--- config.mk ---
export PLATFORM = sky130hd
export DESIGN_NAME = uart_tx_arbiter
export DESIGN_NICKNAME = d
export VERILOG_FILES = /design/src/rtl/uart_tx_arbiter.sv
export SDC_FILE = /design/constraint.sdc
export NUM_CORES = 1
export LEC_CHECK = 0
export CAP_MARGIN = 30
export CELL_PAD_IN_SITES_DETAIL_PLACEMENT = 1
export CELL_PAD_IN_SITES_GLOBAL_PLACEMENT = 1
export CORE_MARGIN = 2
export CORE_UTILIZATION = 40
export DETAILED_ROUTE_END_ITERATION = 8
export GPL_ROUTABILITY_DRIVEN = 1
export PLACE_DENSITY = 0.91
export SYNTH_ARGS = -nofsm -noshare
export SYNTH_HDL_FRONTEND = slang
export SYNTH_SLANG_ARGS = --single-unit
--- constraint.sdc ---
create_clock -name clk_in -period 6.13 [get_ports clk_in]
set_input_delay 1.226 -clock clk_in [delete_from_list [all_inputs] [get_ports clk_in]]
set_output_delay 1.226 -clock clk_in [all_outputs]
set_load 0.02 [all_outputs]
--- src/rtl/uart_tx_arbiter.sv ---
// Round-robin line arbiter: one tile owns the shared UART TX per text line; grant one cycle after request, data combinational.
// Backpressure passes straight through (stall is never idle); define UART_ARB_TAG_EN to prefix each grant with "<hex id>:".
module uart_tx_arbiter #(
   parameter int         NUM_REQ      = 9,
   parameter logic [7:0] EOL_CHAR     = 8'h0A,
   parameter int         MAX_LINE     = 256,
   parameter int         IDLE_TIMEOUT = 1024
) (
   input  logic                 clk_in,
   input  logic                 rst_in,
   input  logic [NUM_REQ-1:0]   in_valid_i,
   input  logic [NUM_REQ*8-1:0] in_data_i,
   output logic [NUM_REQ-1:0]   in_ready_o,
   output logic                 tx_valid_o,
   output logic [7:0]           tx_data_o,
   input  logic                 tx_ready_i,
   output logic [NUM_REQ-1:0]   grant_o,
   output logic                 busy_o
);

   localparam int GW = $clog2(NUM_REQ);
   localparam int BW = $clog2(MAX_LINE + 1);
   localparam int IW = $clog2(IDLE_TIMEOUT + 1);

   typedef enum logic [1:0] {
      IDLE    = 2'd0,
`ifdef UART_ARB_TAG_EN
      TAG_ID  = 2'd1,
      TAG_SEP = 2'd2,
`endif
      PASS    = 2'd3
   } state_t;

   state_t             state, state_nx;
   logic [GW-1:0]      g_idx, rr_ptr, sel_idx;
   logic               sel_found;
   logic [GW:0]        scan_sum;
   logic [NUM_REQ-1:0] grant_q;
   logic [BW-1:0]      byte_cnt;
   logic [IW-1:0]      idle_cnt;
   logic               g_vld, hs, rel_line, last_byte, timed_out;
   logic [7:0]         g_dat;

   assign g_vld     = in_valid_i[g_idx];
   assign g_dat     = in_data_i[{g_idx, 3'b000} +: 8];
   assign last_byte = (g_dat == EOL_CHAR) || (byte_cnt == BW'(MAX_LINE - 1));
   assign timed_out = !g_vld && (idle_cnt == IW'(IDLE_TIMEOUT - 1));
   assign grant_o   = grant_q;
   assign busy_o    = (state != IDLE);

`ifdef UART_ARB_TAG_EN
   logic [7:0] g_ext, hex_chr;
   assign g_ext   = 8'(g_idx);
   assign hex_chr = (g_ext < 8'd10) ? (8'd48 + g_ext) : (8'd55 + g_ext);
`endif

   // Round-robin scan starting at rr_ptr, wrapping at NUM_REQ.
   always_comb begin
      sel_found = 1'b0;
      sel_idx   = '0;
      scan_sum  = '0;
      for (int k = 0; k < NUM_REQ; k++) begin
         scan_sum = {1'b0, rr_ptr} + (GW+1)'(k);
         if (scan_sum >= (GW+1)'(NUM_REQ))
            scan_sum = scan_sum - (GW+1)'(NUM_REQ);
         if (!sel_found && in_valid_i[scan_sum[GW-1:0]]) begin
            sel_found = 1'b1;
            sel_idx   = scan_sum[GW-1:0];
         end
      end
   end

   always_comb begin
      state_nx   = state;
      tx_valid_o = 1'b0;
      tx_data_o  = 8'h00;
      in_ready_o = '0;
      hs         = 1'b0;
      rel_line   = 1'b0;
      case (state)
         IDLE: begin
`ifdef UART_ARB_TAG_EN
            if (sel_found) state_nx = TAG_ID;
`else
            if (sel_found) state_nx = PASS;
`endif
         end
`ifdef UART_ARB_TAG_EN
         TAG_ID: begin
            tx_valid_o = 1'b1;
            tx_data_o  = hex_chr;
            if (tx_ready_i) state_nx = TAG_SEP;
         end
         TAG_SEP: begin
            tx_valid_o = 1'b1;
            tx_data_o  = 8'h3A;
            if (tx_ready_i) state_nx = PASS;
         end
`endif
         PASS: begin
            tx_valid_o        = g_vld;
            tx_data_o         = g_dat;
            in_ready_o[g_idx] = tx_ready_i;
            hs                = g_vld && tx_ready_i;
            rel_line          = (hs && last_byte) || timed_out;
            if (rel_line) state_nx = IDLE;
         end
         default: state_nx = IDLE;
      endcase
   end

   always_ff @(posedge clk_in) begin
      if (rst_in) begin
         state    <= IDLE;
         g_idx    <= '0;
         grant_q  <= '0;
         rr_ptr   <= '0;
         byte_cnt <= '0;
         idle_cnt <= '0;
      end else begin
         state <= state_nx;
         if (state == IDLE && sel_found) begin
            g_idx    <= sel_idx;
            grant_q  <= {{(NUM_REQ-1){1'b0}}, 1'b1} << sel_idx;
            byte_cnt <= '0;
            idle_cnt <= '0;
         end else if (state == PASS) begin
            if (rel_line) begin
               grant_q <= '0;
               rr_ptr  <= (g_idx == GW'(NUM_REQ - 1)) ? '0 : g_idx + GW'(1);
            end
            // A stalled but valid requester leaves idle_cnt untouched.
            if (hs) begin
               byte_cnt <= byte_cnt + BW'(1);
               idle_cnt <= '0;
            end else if (!g_vld) begin
               idle_cnt <= idle_cnt + IW'(1);
            end
         end
      end
   end

endmodule
Word-level counts from Yosys, hierarchy flattened
Index checks and enable logic that the tools add are counted.
- mux-type cells: 63
- shift-type cells: 2
- $add $sub $neg: 20
- bitwise logic cells: 2
- eq/ne operators: 8
- order comparisons: 20
- reduce and logical (&&, ||, !) cells: 34
- operators by type and width (kind ; number):
    2-to-1 mux 4 bit ; 19
    variable part select 72 x 8 -> 8 bit ; 1
    less-than comparator 4 x 5 -> 1 bit (second input constant) ; 10
    binary-select mux 1 bit (select 4 bit) ; 10
    >= comparator 5 x 4 -> 1 bit (second input constant) ; 8
    2-to-1 mux 9 bit ; 4
    subtractor 4 bit (second input constant) ; 9
    2-to-1 mux 1 bit ; 23
    2-to-1 mux 11 bit ; 2
    adder 4 x 3 -> 5 bit (second input constant) ; 4
    logical AND 1 bit ; 13
    adder 11 x 1 -> 11 bit (second input constant) ; 1
    equality test 11 x 10 -> 1 bit (second input constant) ; 1
    adder 4 x 2 -> 5 bit (second input constant) ; 2
    adder 9 x 1 -> 9 bit (second input constant) ; 1
    bitwise AND 9 bit ; 1
    equality test 9 x 8 -> 1 bit (second input constant) ; 1
    logical NOT 1 bit ; 9
    << shifter 1 x 4 -> 9 bit (first input constant) ; 1
    equality test 8 x 4 -> 1 bit (second input constant) ; 1
    2-to-1 mux 8 bit ; 1
    AND reduction 2 bit ; 4
    nonzero test 2 bit ; 3
    adder 4 x 1 -> 5 bit (second input constant) ; 1
    16 further kinds ; 19
- register bits after elaboration: 39
- output and inout port bits: 28
- word-level logic and storage cells: 155
- input bits: 84

Longest topological paths before layout
- depth after elaboration: 32
- depth in mapped cells: 20
- depth with buffers taken out: 15

Worst setup path after synthesis
No wires, ideal clock.
- path type: register -> register
- start point: register rr_ptr[0]
- end point: register grant_q[0], in the netlist grant_o[0]
- required time: 6.061 ns
- path buffers: 4
- stages on the path, launching flop included: 19
- library setup time: 0.069 ns
- period minus slack after synthesis: 4.341 ns
- slack: 1.789 ns
- arrival: 4.272 ns
- cell sequence: dfxtp_1 -> buf_4 -> inv_1 -> buf_2 -> buf_2 -> ha_1 -> buf_2 -> or3b_1 -> a32oi_1 -> o311a_1 -> a21boi_2 -> o311ai_4 -> o31ai_2 -> nor2_1 -> a41oi_1 -> nor2b_1 -> nor3b_2 -> or4b_1 -> o21ai_1
- word-level cells in the longest chain between the ends: 32
- elaborated cells between the ends (all ways): 93
- those cells by class: 17 x add/sub; 9 x order compare; 1 x shift; 46 x mux; 20 x reduce/logical
- RTL lines (element ; RTL line ; source):
    start, declared ; 35 ; logic [GW-1:0] g_idx, rr_ptr, sel_idx;
    start signal, assigned ; 130 ; rr_ptr <= (g_idx == GW'(NUM_REQ - 1)) ? '0 : g_idx + GW'(1);
    parallel branches: the longest is 32 deep, another holds adder 4 x 1 -> 5 bit ; -- ;
    end signal, assigned ; 124 ; grant_q <= {{(NUM_REQ-1){1'b0}}, 1'b1} << sel_idx;
    end, declared ; 38 ; logic [NUM_REQ-1:0] grant_q;
Parallel ways; which one is timed is not known. The select of a mux whose other input is x is not followed.
A chain may end at the register's enable or synchronous reset.

Final worst setup path
- start point: input in_valid_i[5]
- end point: register idle_cnt[8]
- word-level cells in the longest chain between the ends: 29
- elaborated cells between the ends (all ways): 52
- those cells by class: 1 x eq/ne; 31 x mux; 20 x reduce/logical
- RTL lines (element ; RTL line ; source):
    start, declared ; 11 ; input logic [NUM_REQ-1:0] in_valid_i,
    binary-select mux 1 bit (select 4 bit) ; 66 ; if (!sel_found && in_valid_i[scan_sum[GW-1:0]]) begin
    2-to-1 mux 1 bit (not written as such) ; 66 ;
    2-to-1 mux 1 bit ; 66 ;
    logical NOT 1 bit ; 66 ;
    logical AND 1 bit ; 66 ;
    2-to-1 mux 1 bit ; 66 ;
    logical NOT 1 bit ; 66 ;
    logical AND 1 bit ; 66 ;
    [13 not listed] ; -- ;
    logical NOT 1 bit ; 66 ;
    logical AND 1 bit ; 66 ;
    2-to-1 mux 1 bit ; 66 ;
    logical NOT 1 bit ; 66 ;
    logical AND 1 bit ; 66 ;
    2-to-1 mux 1 bit ; 66 ;
    logical AND 1 bit ; 122 ; if (state == IDLE && sel_found) begin
    OR reduction 2 bit (no source line) ; -- ;
    end signal, assigned ; 137 ; idle_cnt <= idle_cnt + IW'(1);
    end, declared ; 40 ; logic [IW-1:0] idle_cnt;
Several ways; a longest one is shown, not always the timed one. The select of a mux whose other input is x is not followed.

==> impl_metrics.env <==
export IMPL_run_status="completed"
export IMPL_area_delta_synth_final_pct=20.9
export IMPL_postCtsResizedCells=0
export IMPL_initial_core_util_pct=41.2
export IMPL_synth_edf_count=0
export IMPL_place_gp_congestion=1.02
export IMPL_clock_network_latency_to_the_later_pin_of_the_worst_skew_pair_ns=0.29
export IMPL_io_pins=112
export IMPL_ys_seq_elements=38
export IMPL_worst_slew_slack_as_a_fraction_of_its_limit_pct=33.9
export IMPL_ys_top_cells_by_area="sky130_fd_sc_hd__dfxtp_1, sky130_fd_sc_hd__mux2i_1, sky130_fd_sc_hd__nor2_1, sky130_fd_sc_hd__ha_1, sky130_fd_sc_hd__a21oi_1"
export IMPL_die_height_um=132
export IMPL_startpoint_type="primary input"
export IMPL_synth_largest_area_cell="sky130_fd_sc_hd__dfxtp_1"
export IMPL_tns_ns=0
export IMPL_worst_setup_hold_path_clk_slew_ns=0.07
export IMPL_yosys_cell_count_top_type="sky130_fd_sc_hd__nor2_1"
export IMPL_synth_top_cell_area_share_pct=11.6
export IMPL_layout_filler_cells=1998
export IMPL_cts_repair_timing_setup_buffer_count=0
export IMPL_final_core_utilization_pct=49.7
export IMPL_num_vias=7993
export IMPL_synth_fa_ha_area_share_pct=5.53
export IMPL_synth_cells=904
export IMPL_layout_cells_non_filler=1192
export IMPL_max_freq_ghz=0.187
export IMPL_synth_async_reset_ratio_pct=0
export IMPL_nets=1088
export IMPL_cap_viol_max_count=0
export IMPL_route_detailed_drc=0
export IMPL_io_port_bufs=111
export IMPL_cts_buffer_depth=2
export IMPL_antenna_violating_nets_post_route=0
export IMPL_stdcell_area_sq_um=7930
export IMPL_cts_root_buffer="sky130_fd_sc_hd__clkbuf_16"
export IMPL_critPathCaptureType="flip-flop"
export IMPL_drv_slew=0
export IMPL_muxShareOfSynthArea_pct=11.5
export IMPL_first_global_vias=7841
export IMPL_cts_buf_count=5
export IMPL_timing_final_hold_violations=0
export IMPL_ys_types=98
export IMPL_antenna_cells=0
export IMPL_synth_top_family_by_area="compound AO/OA/AOI/OAI gates"
export IMPL_placed_cells=1184
export IMPL_synthesis_area_sq_um=6560
export IMPL_pin_count_of_the_biggest_net_entering_global_routing=41
export IMPL_multi_input_gate_area_in_the_final_layout_sq_um=5400
export IMPL_synth_cells_most_frequent="sky130_fd_sc_hd__nor2_1, sky130_fd_sc_hd__nand2_1, sky130_fd_sc_hd__a21oi_1"
export IMPL_synth_sequential_area_ratio_pct=11.6
export IMPL_power_leakage_nw=2.79
export IMPL_required_ns=6.34
export IMPL_rsz0062_at_grt="false"
export IMPL_rows=46
export IMPL_slowest_cp_cell="sky130_fd_sc_hd__clkdlybuf4s50_1"
export IMPL_timing_critical_path_fanout_max=14
export IMPL_synth_main_ff_cell="sky130_fd_sc_hd__dfxtp_1"
export IMPL_vdd_ir_drop_max_v=0.0000991
export IMPL_overflow=0
export IMPL_vias_per_cell=6.71
export IMPL_clock_sinks=38
export IMPL_cts_tree="built"
export IMPL_crit_chain="clkdlybuf4s50_1, mux4_2, a32oi_1, mux2i_1, a21oi_2, a21boi_2, and4b_1, a41oi_1, buf_4, or2_1, nand2b_1, nor2_1"
export IMPL_powerDensity_nw_per_um2=104
export IMPL_timing_critical_path_slowest_cell_delay_ns=0.77
export IMPL_synth_compound_area_share_pct=32.4
export IMPL_hold_ws_ns=0.455
export IMPL_fraction_of_synthesized_cell_area_in_xor_and_xnor_cells_pct=4.39
export IMPL_cts_hold_buffers_added=0
export IMPL_synthSimpleGateAreaFrac_pct=28.5
export IMPL_routed_wirelength_um=28800
export IMPL_hpwl_um=21600
export IMPL_syn_mean_instance_area_sq_um=7.26
export IMPL_dieWidth_um=132
export IMPL_worst_min_path_class="reg2reg"
export IMPL_antenna_found_initial=1
export IMPL_sequential_cell_area_sq_um=763
export IMPL_critical_path_class="in2reg"
export IMPL_cp_arrival_ns=5.56
export IMPL_layout_cell_share_with_drive_strength_beyond_1_pct=7.89
export IMPL_starting_drc_count_in_detailed_routing=708
export IMPL_fin_clk_skew_ns=0.0129
export IMPL_fp_dieArea_sq_um=17400
export IMPL_core_area_sq_um=15900
export IMPL_setup_viol=0
export IMPL_wl_per_cell_um=24.1
export IMPL_dr_pass1_iters=5
export IMPL_grtUsageTotal_pct=31.7
export IMPL_period_minus_slack_ns=5.35
export IMPL_tightest_slew_ns=0.991
export IMPL_placed_cell_area_sq_um=7780
export IMPL_min_period_over_period_pct=87.2
export IMPL_grt_first_pass_wirelength_um=44300
export IMPL_synthesis_yosys_warnings=0
export IMPL_level_count_of_the_clock_h_tree=2
export IMPL_mapped_nets=1017
==> layer usage <==
| metal | global-route usage [%] | vias up | wire length (um) | part of all wire (%) |
|---|---|---|---|---|
| li1 | - | 3573 | - | - |
| met1 | 37.6 | 3863 | 11200 | 39 |
| met2 | 54.5 | 452 | 13500 | 47 |
| met3 | 7.54 | 105 | 2720 | 9.4 |
| met4 | 13.6 | 0 | 1390 | 4.8 |
| met5 | 0 | - | 0 | 0 |
==> cell families (layout without fill, tap and decap cells) <==
logic type,after synthesis,after routing
mux,58,58
flops,38,38
simple gates,358,358
compound gates,299,299
fa+ha+maj,29,29
xor+xnor,32,32
buf+inv,90,162
==> critical path: cells and delay by family <==
kind	cells	cell delay (ns)
AO/OA/AOI/OAI	4	1.13
buffers and inverters	2	1.04
multiplexers	2	0.82
AND/OR/NAND/NOR	4	1.33
==> sequential cells by signal, summed over array words and instances, names as in the netlist <==
signal	flops
rr_ptr	4
g_idx	4
grant_o	9
state	1
idle_cnt	11
byte_cnt	9
==> final cells by class <==
| cell class | instances | area share (%) |
|---|---|---|
| clock buffer | 6 | 1.75 |
| clock inverter | 2 | 0.158 |
| inverter | 23 | 1.12 |
| multi-input combinational | 776 | 68.0 |
| sequential | 38 | 9.62 |
| tap | 216 | 3.41 |
| timing repair buffer | 131 | 15.9 |
==> metrics by stage <==
| step | worst slack [ns] | power [mW] |
|---|---|---|
| finish | 0.784 | 0.825 |
| detailed placement | 0.731 | 0.541 |
| CTS | 0.920 | 0.820 |
| global placement | 0.910 | 0.533 |
| floorplan | 1.79 | 0.412 |
| global route | 0.503 | 0.853 |
==> power breakdown <==
group	switching, mW	internal [mW]
Combinational	0.143	0.133
Clock	0.120	0.162
Sequential	0.0159	0.251
Total	0.278	0.547
==> layout by cell type (no fill, tap or decap), types with 6 or more instances in the layout <==
master,instances
sky130_fd_sc_hd__nor2_1,101
sky130_fd_sc_hd__nand2_1,70
sky130_fd_sc_hd__nor3_1,22
sky130_fd_sc_hd__nor4_1,10
sky130_fd_sc_hd__a22oi_1,6
sky130_fd_sc_hd__xnor2_1,18
sky130_fd_sc_hd__nor2b_1,12
sky130_fd_sc_hd__ha_1,29
sky130_fd_sc_hd__and2_1,26
sky130_fd_sc_hd__buf_4,20
sky130_fd_sc_hd__a211oi_1,12
sky130_fd_sc_hd__a22o_1,6
sky130_fd_sc_hd__o21ai_0,43
sky130_fd_sc_hd__o22ai_1,16
sky130_fd_sc_hd__o21ai_1,7
sky130_fd_sc_hd__a21oi_1,67
sky130_fd_sc_hd__o2111ai_1,6
sky130_fd_sc_hd__dfxtp_1,36
sky130_fd_sc_hd__or3_1,6
sky130_fd_sc_hd__nand4_1,13
sky130_fd_sc_hd__nand3b_1,6
sky130_fd_sc_hd__a31oi_1,9
sky130_fd_sc_hd__a21o_1,10
sky130_fd_sc_hd__xor2_1,13
sky130_fd_sc_hd__o21a_1,6
sky130_fd_sc_hd__clkdlybuf4s50_1,111
sky130_fd_sc_hd__and3_1,7
sky130_fd_sc_hd__o211ai_1,20
sky130_fd_sc_hd__inv_1,21
sky130_fd_sc_hd__mux4_2,13
sky130_fd_sc_hd__mux2i_1,40
sky130_fd_sc_hd__nand3_1,31
sky130_fd_sc_hd__nand2b_1,13
==> path summary, 6_finish.rpt <==
| path | startpoint | to | slack [ns] | depth (start not counted) |
|---|---|---|---|---|
| worst max register to register | rr_ptr[1] | idle_cnt[8] | 0.80 | 15 |
| worst min-delay path | grant_o[0] | grant_o[0] | 0.46 | 2 |
| worst min register to register | grant_o[0] | grant_o[0] | 0.46 | 2 |
| worst max-delay path | in_valid_i[5] | idle_cnt[8] | 0.78 | 12 |
No activity file was read; power rests on OpenSTA's default activity.
